<file path="src/rtl/pc_sequencer_pkg.sv">
// Shared constants for the PC sequencer: fetch/handler addresses, exception codes, FSM encoding.
// Also provides the address-window helper used by the next-PC legality check.
package pc_sequencer_pkg;

  localparam logic [31:0] RESET_PC   = 32'h0000_3000;
  localparam logic [31:0] HANDLER_PC = 32'h0000_4180;
  localparam logic [31:0] IM_BASE    = 32'h0000_3000;
  localparam int          IM_WORDS   = 1024;

  localparam logic [4:0] EXC_INT  = 5'd0;
  localparam logic [4:0] EXC_ADEL = 5'd4;
  localparam logic [4:0] EXC_RI   = 5'd10;
  localparam logic [4:0] EXC_OV   = 5'd12;

  localparam logic [0:0] ST_RUN   = 1'b0;
  localparam logic [0:0] ST_FLUSH = 1'b1;

  // True when addr falls inside a window of 'words' words starting at base.
  function automatic logic in_region(input logic [31:0] addr,
                                     input logic [31:0] base,
                                     input int          words);
    logic [31:0] last;
    last = base + 32'(words * 4) - 32'd4;
    return (addr >= base) && (addr <= last);
  endfunction

endpackage

</file>
<file path="src/rtl/npc_calc.sv">
// Combinational next-PC selection (eret, stall, jr, jump, branch, sequential) and AdEL detection.
// The flag covers misaligned targets and targets outside both instruction-memory windows.
module npc_calc #(
  parameter logic [31:0] HANDLER_PC = 32'h0000_4180,
  parameter logic [31:0] IM_BASE    = 32'h0000_3000,
  parameter int          IM_WORDS   = 1024
) (
  input  logic [31:0] pc_i,
  input  logic [31:0] epc_i,
  input  logic        exl_i,
  input  logic        eret_i,
  input  logic        stall_i,
  input  logic        jr_i,
  input  logic [31:0] jr_target_i,
  input  logic        jump_i,
  input  logic [25:0] j_index_i,
  input  logic        br_taken_i,
  input  logic [15:0] br_offset_i,
  output logic [31:0] pc4_o,
  output logic [31:0] npc_o,
  output logic        adel_o
);
  import pc_sequencer_pkg::*;

  logic [31:0] br_target;
  logic [31:0] j_target;
  logic        legal_window;

  assign pc4_o     = pc_i + 32'd4;
  assign br_target = pc4_o + {{14{br_offset_i[15]}}, br_offset_i, 2'b00};
  assign j_target  = {pc4_o[31:28], j_index_i, 2'b00};

  always_comb begin
    npc_o = pc4_o;
    if (eret_i && exl_i)  npc_o = epc_i;
    else if (stall_i)     npc_o = pc_i;
    else if (jr_i)        npc_o = jr_target_i;
    else if (jump_i)      npc_o = j_target;
    else if (br_taken_i)  npc_o = br_target;
  end

  assign legal_window = in_region(npc_o, IM_BASE, IM_WORDS) ||
                        in_region(npc_o, HANDLER_PC, IM_WORDS);
  assign adel_o       = (npc_o[1:0] != 2'b00) || !legal_window;

endmodule

</file>
<file path="src/rtl/pc_sequencer.sv">
// Fetch-address register with EPC/Cause/EXL and a RUN/FLUSH FSM for the single-cycle MIPS core.
// Every exception redirect is followed by one Flush cycle in which PC holds at the handler.
module pc_sequencer #(
  parameter logic [31:0] RESET_PC   = pc_sequencer_pkg::RESET_PC,
  parameter logic [31:0] HANDLER_PC = pc_sequencer_pkg::HANDLER_PC,
  parameter logic [31:0] IM_BASE    = pc_sequencer_pkg::IM_BASE,
  parameter int          IM_WORDS   = pc_sequencer_pkg::IM_WORDS
) (
  input  logic        Clk,
  input  logic        Rst,
  input  logic        Stall,
  input  logic        BrTaken,
  input  logic [15:0] BrOffset,
  input  logic        Jump,
  input  logic [25:0] JIndex,
  input  logic        Jr,
  input  logic [31:0] JrTarget,
  input  logic        ExcReq,
  input  logic [4:0]  ExcCodeIn,
  input  logic        IntReq,
  input  logic        IntEn,
  input  logic        Eret,
  output logic [31:0] PC,
  output logic [31:0] PC4,
  output logic [9:0]  IMAddr,
  output logic [31:0] EPC,
  output logic [4:0]  Cause,
  output logic        EXL,
  output logic        Flush
);
  import pc_sequencer_pkg::*;

  logic [31:0] pc_q, pc_d;
  logic [31:0] epc_q, epc_d;
  logic [4:0]  cause_q, cause_d;
  logic        exl_q, exl_d;
  logic [0:0]  state_q, state_d;

  logic [31:0] pc4;
  logic [31:0] npc;
  logic        adel;
  logic        int_take;
  logic        exc_take;

  npc_calc #(
    .HANDLER_PC (HANDLER_PC),
    .IM_BASE    (IM_BASE),
    .IM_WORDS   (IM_WORDS)
  ) u_npc_calc (
    .pc_i        (pc_q),
    .epc_i       (epc_q),
    .exl_i       (exl_q),
    .eret_i      (Eret),
    .stall_i     (Stall),
    .jr_i        (Jr),
    .jr_target_i (JrTarget),
    .jump_i      (Jump),
    .j_index_i   (JIndex),
    .br_taken_i  (BrTaken),
    .br_offset_i (BrOffset),
    .pc4_o       (pc4),
    .npc_o       (npc),
    .adel_o      (adel)
  );

  // Interrupts are masked while already in the handler; ExcReq is not.
  assign int_take = IntReq & IntEn & ~exl_q;
  assign exc_take = ExcReq | int_take | adel;

  always_comb begin
    pc_d    = pc_q;
    epc_d   = epc_q;
    cause_d = cause_q;
    exl_d   = exl_q;
    state_d = ST_RUN;
    if (state_q == ST_RUN) begin
      if (exc_take) begin
        pc_d    = HANDLER_PC;
        epc_d   = pc_q;
        exl_d   = 1'b1;
        state_d = ST_FLUSH;
        if (ExcReq)        cause_d = ExcCodeIn;
        else if (int_take) cause_d = EXC_INT;
        else               cause_d = EXC_ADEL;
      end else begin
        pc_d = npc;
        if (Eret && exl_q) exl_d = 1'b0;
      end
    end
  end

  always_ff @(posedge Clk) begin
    if (Rst) begin
      pc_q    <= RESET_PC;
      epc_q   <= 32'd0;
      cause_q <= 5'd0;
      exl_q   <= 1'b0;
      state_q <= ST_RUN;
    end else begin
      pc_q    <= pc_d;
      epc_q   <= epc_d;
      cause_q <= cause_d;
      exl_q   <= exl_d;
      state_q <= state_d;
    end
  end

  assign PC     = pc_q;
  assign PC4    = pc4;
  assign IMAddr = pc_q[11:2];
  assign EPC    = epc_q;
  assign Cause  = cause_q;
  assign EXL    = exl_q;
  assign Flush  = (state_q == ST_FLUSH);

endmodule

</file>
<file path="config.mk">
export PLATFORM = sky130hd
export DESIGN_NAME = pc_sequencer
export DESIGN_NICKNAME = d
export VERILOG_FILES = /design/src/rtl/pc_sequencer_pkg.sv /design/src/rtl/npc_calc.sv /design/src/rtl/pc_sequencer.sv
export SDC_FILE = /design/constraint.sdc
export NUM_CORES = 1
export LEC_CHECK = 0
export BUFFER_PORTS_ARGS = -buffer_cell sky130_fd_sc_hd__buf_2
export CORE_ASPECT_RATIO = 1.2
export CORE_MARGIN = 3
export CORE_UTILIZATION = 35
export DETAILED_ROUTE_END_ITERATION = 6
export GPL_TIMING_DRIVEN = 0
export PLACE_DENSITY_LB_ADDON = 0.08
export SKIP_LAST_GASP = 1
export SLEW_MARGIN = 20
export SYNTH_ARGS = -nofsm -noshare
export SYNTH_HDL_FRONTEND = slang
export SYNTH_SLANG_ARGS = --single-unit
</file>
<file path="constraint.sdc">
create_clock -name Clk -period 3.9 [get_ports Clk]
set_input_delay 0.39 -clock Clk [delete_from_list [all_inputs] [get_ports Clk]]
set_output_delay 0.39 -clock Clk [all_outputs]
set_load 0.02 [all_outputs]
</file>
Yosys cells after proc, flatten, opt, wreduce, memory -nomap -nowiden

Cells that the tools add are included.

Add/sub/neg operators: 2
Multipliers: 0
Divide/modulo/power cells: 0
$lt $le $gt $ge: 4
Equality and inequality tests: 0
Shift-type cells: 0
Multiplexer cells: 11
Bitwise gates (word level): 6
Reductions and logical operators: 11

Operators with widths:

| kind                    | count |
|---|---|
| $mux W32                | 6 |
| $add A32 B3 Y32 const B | 1 |
| $add A32 B32 Y32        | 1 |
| $ge A32 B14 Y1 const B  | 1 |
| $ge A32 B15 Y1 const B  | 1 |
| $le A32 B14 Y1 const B  | 1 |
| $le A32 B15 Y1 const B  | 1 |
| $mux W5                 | 1 |
| $reduce_and A2 Y1       | 2 |
| $reduce_bool A2 Y1      | 2 |
| $logic_and A1 B1 Y1     | 3 |
| $mux W1                 | 3 |
| $mux W3                 | 1 |
| $and A1 B1 Y1           | 2 |
| $logic_or A1 B1 Y1      | 2 |
| $not A1 Y1              | 2 |
| $or A1 B1 Y1            | 2 |
| $reduce_or A2 Y1        | 1 |
| $logic_not A1 Y1        | 1 |

Flip-flop bits (word level): 71
Latch bits: 0
Bits in writable memories: 0
Memory bits (read-only): 0
Bits of input ports: 89
Output and inout port bits: 113
Memories: 0

Logic depth before layout (Yosys ltp)

Depth after elaboration: 15
Gate-level depth with buffers: 22
Mapped depth without buffers: 17

Modules after synthesis

From an unflattened synthesis, not the netlist that was laid out.

Cell total of the unflattened synthesis: 925
Area, all modules: 7006.7 um^2

By module, submodules not included:

| module       | instances | cells each | area an instance (um^2) | sequential area each (um^2) |
|---|---|---|---|---|
| npc_calc     | 1         | 665        | 4195.3                  | 0.0 |
| pc_sequencer | 1         | 260        | 2811.4                  | 1421.4 |

Worst setup path before layout

OpenSTA, ideal clock, no wires.

Path type: register -> register
From: register pc_q[6], in the netlist PC[6]
To: register epc_q[10], in the netlist EPC[10]
Setup time: 72 ps
Arrival time: 4807 ps
Required time: 3828 ps
Setup slack: -978 ps
Cell stages (with the launch flop): 23
Cell sequence: dfxtp_1 buf_4 and4_1 buf_2 nand2_1 nor3_1 nand2_1 xnor2_1 ha_1 buf_2 a211oi_1 o22ai_1 a211oi_2 a21oi_1 a2111oi_4 xnor2_1 and3_1 or4_4 o2111a_2 a21oi_2 buf_6 buf_12 mux2i_1

Cells in the longest elaborated chain, start to end: 14
Elaborated cells between the ends (all ways): 18

RTL lines:

| element                                      | line                   | RTL |
|---|---|---|
| start: declaration                           | pc_sequencer.sv:33     | `logic [31:0] pc_q, pc_d;` |
| start signal: assignment                     | pc_sequencer.sv:100    | `pc_q <= pc_d;` |
| $add A32 B3 Y32 *                            | npc_calc.sv:29         | `assign pc4_o = pc_i + 32'd4;` |
| via PC4[24]                                  | pc_sequencer.sv:24     | `output logic [31:0] PC4,` |
| $add A32 B32 Y32                             | npc_calc.sv:30         | `assign br_target = pc4_o + {{14{br_offset_i[15]}}, br_offset_i, 2'b00};` |
| $mux W32 *                                   | npc_calc.sv:39         | `else if (br_taken_i) npc_o = br_target;` |
| $mux W32 *                                   | npc_calc.sv:38         | `else if (jump_i) npc_o = j_target;` |
| $mux W32 *                                   | npc_calc.sv:37         | `else if (jr_i) npc_o = jr_target_i;` |
| $mux W32 *                                   | npc_calc.sv:36         | `else if (stall_i) npc_o = pc_i;` |
| $mux W32 *                                   | npc_calc.sv:35         | `if (eret_i && exl_i) npc_o = epc_i;` |
| $ge A32 B14 Y1, or another cell as far along | pc_sequencer_pkg.sv:24 | `return (addr >= base) && (addr <= last);` |
| $logic_and A1 B1 Y1                          | pc_sequencer_pkg.sv:24 |  |
| $logic_or A1 B1 Y1 *                         | npc_calc.sv:42         | `assign legal_window = in_region(npc_o, IM_BASE, IM_WORDS) \|\|` |
| $logic_not A1 Y1 *                           | npc_calc.sv:44         | `assign adel_o = (npc_o[1:0] != 2'b00) \|\| !legal_window;` |
| $logic_or A1 B1 Y1 *                         | npc_calc.sv:44         |  |
| $or A1 B1 Y1 *                               | pc_sequencer.sv:68     | `assign exc_take = ExcReq \| int_take \| adel;` |
| $reduce_and A2 Y1 (no source line) *         | -                      |  |
| end signal: assignment                       | pc_sequencer.sv:101    | `epc_q <= epc_d;` |
| end: declaration                             | pc_sequencer.sv:34     | `logic [31:0] epc_q, epc_d;` |

Mark *: on every way through the listed nets, which the timed path passes. The rest lies on a longest branch.
A chain may end at the register's enable or synchronous reset.

Worst setup path after layout

From: register pc_q[8], in the netlist PC[8]
To: register epc_q[21], in the netlist EPC[21]

Cells in the longest elaborated chain, start to end: 14
Elaborated cells between the ends (all ways): 18

RTL lines:

| element                                      | line |
|---|---|
| $add A32 B3 Y32                              | npc_calc.sv:29 |
| $add A32 B32 Y32                             | npc_calc.sv:30 |
| $mux W32                                     | npc_calc.sv:39 |
| $mux W32                                     | npc_calc.sv:38 |
| $mux W32                                     | npc_calc.sv:37 |
| $mux W32 *                                   | npc_calc.sv:36 |
| $mux W32 *                                   | npc_calc.sv:35 |
| $ge A32 B14 Y1, or another cell as far along | pc_sequencer_pkg.sv:24 |
| $logic_and A1 B1 Y1                          | pc_sequencer_pkg.sv:24 |
| $logic_or A1 B1 Y1 *                         | npc_calc.sv:42 |
| $logic_not A1 Y1 *                           | npc_calc.sv:44 |
| $logic_or A1 B1 Y1 *                         | npc_calc.sv:44 |
| $or A1 B1 Y1 *                               | pc_sequencer.sv:68 |
| $reduce_and A2 Y1 (no source line) *         | - |

Every way passes the cells marked *; elsewhere a longest branch is shown, timed or not.

==> results.cfg <==
[grt]
use_met3 = 0.0339
grt_max_degree = 17
top_usage_layer = met2
track_usage = 0.292
grt_pass1_vias = 8670
antenna_found_initial = 0
use_met1 = 0.401
grt_pass1_wl_um = 53500
overflow = 0
use_met2 = 0.474

[sta]
grt_setup_unrepaired = true
slew_violations = 0
setup_tns_ns = -32.17
finalClockSkew_ns = 0.00839
slew-limit-headroom = 0.513
min_period_ns = 4.59
finalSetupViolations = 52
setup_ws_ns = -0.694
final.period_utilization = 1.18
worst_pin_slew_ns = 0.725
fmax_ghz = 0.218
timing_hold_violations_final = 0

[die]
dieWidth_um = 140
io_pins = 202
core-area_um2 = 21000
initial_core_util = 0.357
die_y_um = 167
dieArea_um2 = 23300
rows = 58

[cells_and_area]
fin_util = 0.522
final_cell_mix = buf_2 (214), buf_4 (82), nand2b_1 (78)
n_fill_cell = 2084
synthToLayoutAreaGrowth_pct = 46.2
final_cell_area_um2 = 11000
ff_latch_area_um2 = 1490
nNetsFinal = 1389
layout-drive-gt1-share = 0.405
antennaDiodeCount = 0
multiInputGateArea_um2 = 6490
final_common_cell = buf_2

[synth]
ys_types = 88
syn_area_um2 = 7510
syn-num-nets = 1111
ys.flop_type = dfxtp_1
netlist_top_cells_area = dfxtp_1 (19%), nand2b_1 (6.7%), mux2i_1 (6.0%)
synth-seq-cells = 71
yosysWarnings = 0
synth-async-reset-ratio = 0
synth_edf_count = 0
synthCells = 990
synth_top_area_frac = 0.189
avgSynthCellArea_um2 = 7.59
yosysSeqAreaShare = 0.189
synth_top_area_cell = dfxtp_1

[critical_path]
reg2reg_depth = 22
worstSetupEndpointType = flip-flop
r2r_slack_ns = -0.69
crit_arrival_ns = 4.85
crit_path_max_fanout = 8
r2r-end = EPC[21]
crit_start = PC[8]
critical_path_required_ns = 4.16
reg2reg_from = PC[8]
criticalPathCategory = reg2reg
cp-start-kind = flip-flop

[pwr]
combPwrFrac = 0.286
p_int_w = 0.00177
p_sw_w = 0.000793
p_clk_frac = 0.423
p_seq_frac = 0.290
swShare = 0.309
ir_drop_uv = 278
p_per_area_nw_per_um2 = 234
p_total_w = 0.00257
p_leak_nw = 4.92

[cts]
cts_htree_levels = 3
path_clk_slew_ns = 0.06
cts_tree = yes
root_buffer = clkbuf_16
clock_latency_ns = 0.33
clock-sinks = 71
cts_max_path_buffers = 2
numCtsBuffers = 9

[outcome]
violations = setup timing
run_status = complete, but fails checks

[hold_path]
whs_path_depth = 3
holdPathEnd = Cause[1]
min_from = ExcCodeIn[1]
hold_class = in2reg

[route]
drtIter0Drc = 946
drc = 0
wl_um = 36100
wl_per_cell_um = 23.4
num_vias = 9166
drt_pass1_iterations = 5
ant_nets = 0
vias_per_cell = 5.94

[placement]
port_buffers = 198
dp_slack_ns = -1.46
dp_hpwl_um = 27700
place_area_um2 = 9200
gp_congestion = 0.978

[run]
max_cap_violations = 0
-- synthesized netlist by cell type (7+ instances only) --
cell type  instances
clkbuf_1          29
mux2i_1           45
dfxtp_1           71
buf_2             27
o22ai_1           11
buf_4             17
and3_1            16
a31oi_1           13
and2_1            22
nand2b_1          80
a221oi_1           8
nand4_1           28
or3_1              7
o21ai_1            7
and4_1             7
nand3_1           31
nor4_1            15
a21oi_1           62
ha_1              31
o2111ai_1          8
inv_1             27
nor2b_1            7
o211ai_1           7
nor3_1            28
nand2_1           81
xor2_1            14
a211oi_1          14
xnor2_1           20
nor2_1            59
o21ai_0           35
o221ai_1          18
a21o_1            12
-- how the worst max path moves through the flow --
| stage | endpoint | slack [ns] | cells after the start |
|---|---|---|---|
| CTS | EPC[24] | -0.63 | 22 |
| global placement | PC[5] | -1.55 | 17 |
| detailed placement | PC[5] | -1.46 | 17 |
| finish | EPC[21] | -0.69 | 22 |
| global route | EPC[28] | -0.83 | 22 |
| floorplan | EPC[24] | -0.51 | 22 |
-- logic make-up after synthesis --
logic type,Yosys count,share of synthesized area
simple gates,421,0.310
xor+xnor,34,0.0396
compound gates,270,0.259
flops,71,0.189
mux,50,0.0674
buf+inv,112,0.0808
fa+ha+maj,32,0.0543
-- stage by stage --
stage               cells  hold slack [ns]
finish               1543            0.304
global route         1543            0.317
CTS                  1529            0.299
detailed placement   1458            0.467
global placement     1458            0.464
floorplan             990            0.536
-- critical path: stages (launching register included) --
cell and delay [ns]:
dfxtp_4 0.36, and4_1 0.18, buf_6 0.12, buf_4 0.13, nand4_1 0.12, buf_6 0.17, nor2_4 0.12, xor2_4 0.25
ha_4 0.24, buf_6 0.13, a21oi_4 0.16, o21ai_4 0.09, a211oi_4 0.32, a21oi_2 0.11, a2111oi_4 0.24, xnor2_2 0.18
a21oi_1 0.10, or4_4 0.55, o2111a_2 0.19, a21oi_2 0.17, buf_6 0.20, clkbuf_16 0.17, mux2i_1 0.17
-- routing by layer --
layer | vias up | part of all wire | wire (µm)
met5 | - | 0 | 0
li1 | 4259 | - | -
met2 | 411 | 0.46 | 16600
met1 | 4425 | 0.45 | 16100
met4 | 0 | 0.034 | 1240
met3 | 71 | 0.058 | 2110
-- state kept, by name, summed over array words and instances, names as in the netlist --
signal,count
EPC,32
EXL,1
PC,32
Cause,5
Flush,1
-- cell type report --
| class | instances | share of cell area |
|---|---|---|
| Timing Repair Buffer | 277 | 0.151 |
| Buffer | 75 | 0.0467 |
| Multi-Input combinational cell | 807 | 0.591 |
| Sequential cell | 71 | 0.136 |
| Clock buffer | 9 | 0.0205 |
| Clock inverter | 7 | 0.0153 |
| Inverter | 27 | 0.00922 |
| Tap cell | 270 | 0.0307 |
-- repair_timing --
| action | in CTS | in global routing |
|---|---|---|
| setup buffers | 64 | 14 |
| pin swaps | 50 | 21 |
| hold buffers | 0 | 0 |
| gates resized for setup | 131 | 40 |
| cloned | 0 | 2 |
| endpoints found under the setup margin | 52 | 52 |
-- power by group through the flow --
stage	clock [W]	combinational (W)	sequential, W
after floorplan	0	0.000394	0.000778
after global placement	0	0.000631	0.000770
after detailed placement	0	0.000627	0.000770
after CTS	0.00110	0.000686	0.000743
after global routing	0.00113	0.000778	0.000745
final	0.00109	0.000735	0.000745
Note: power is estimated with default switching activity, not from simulation.
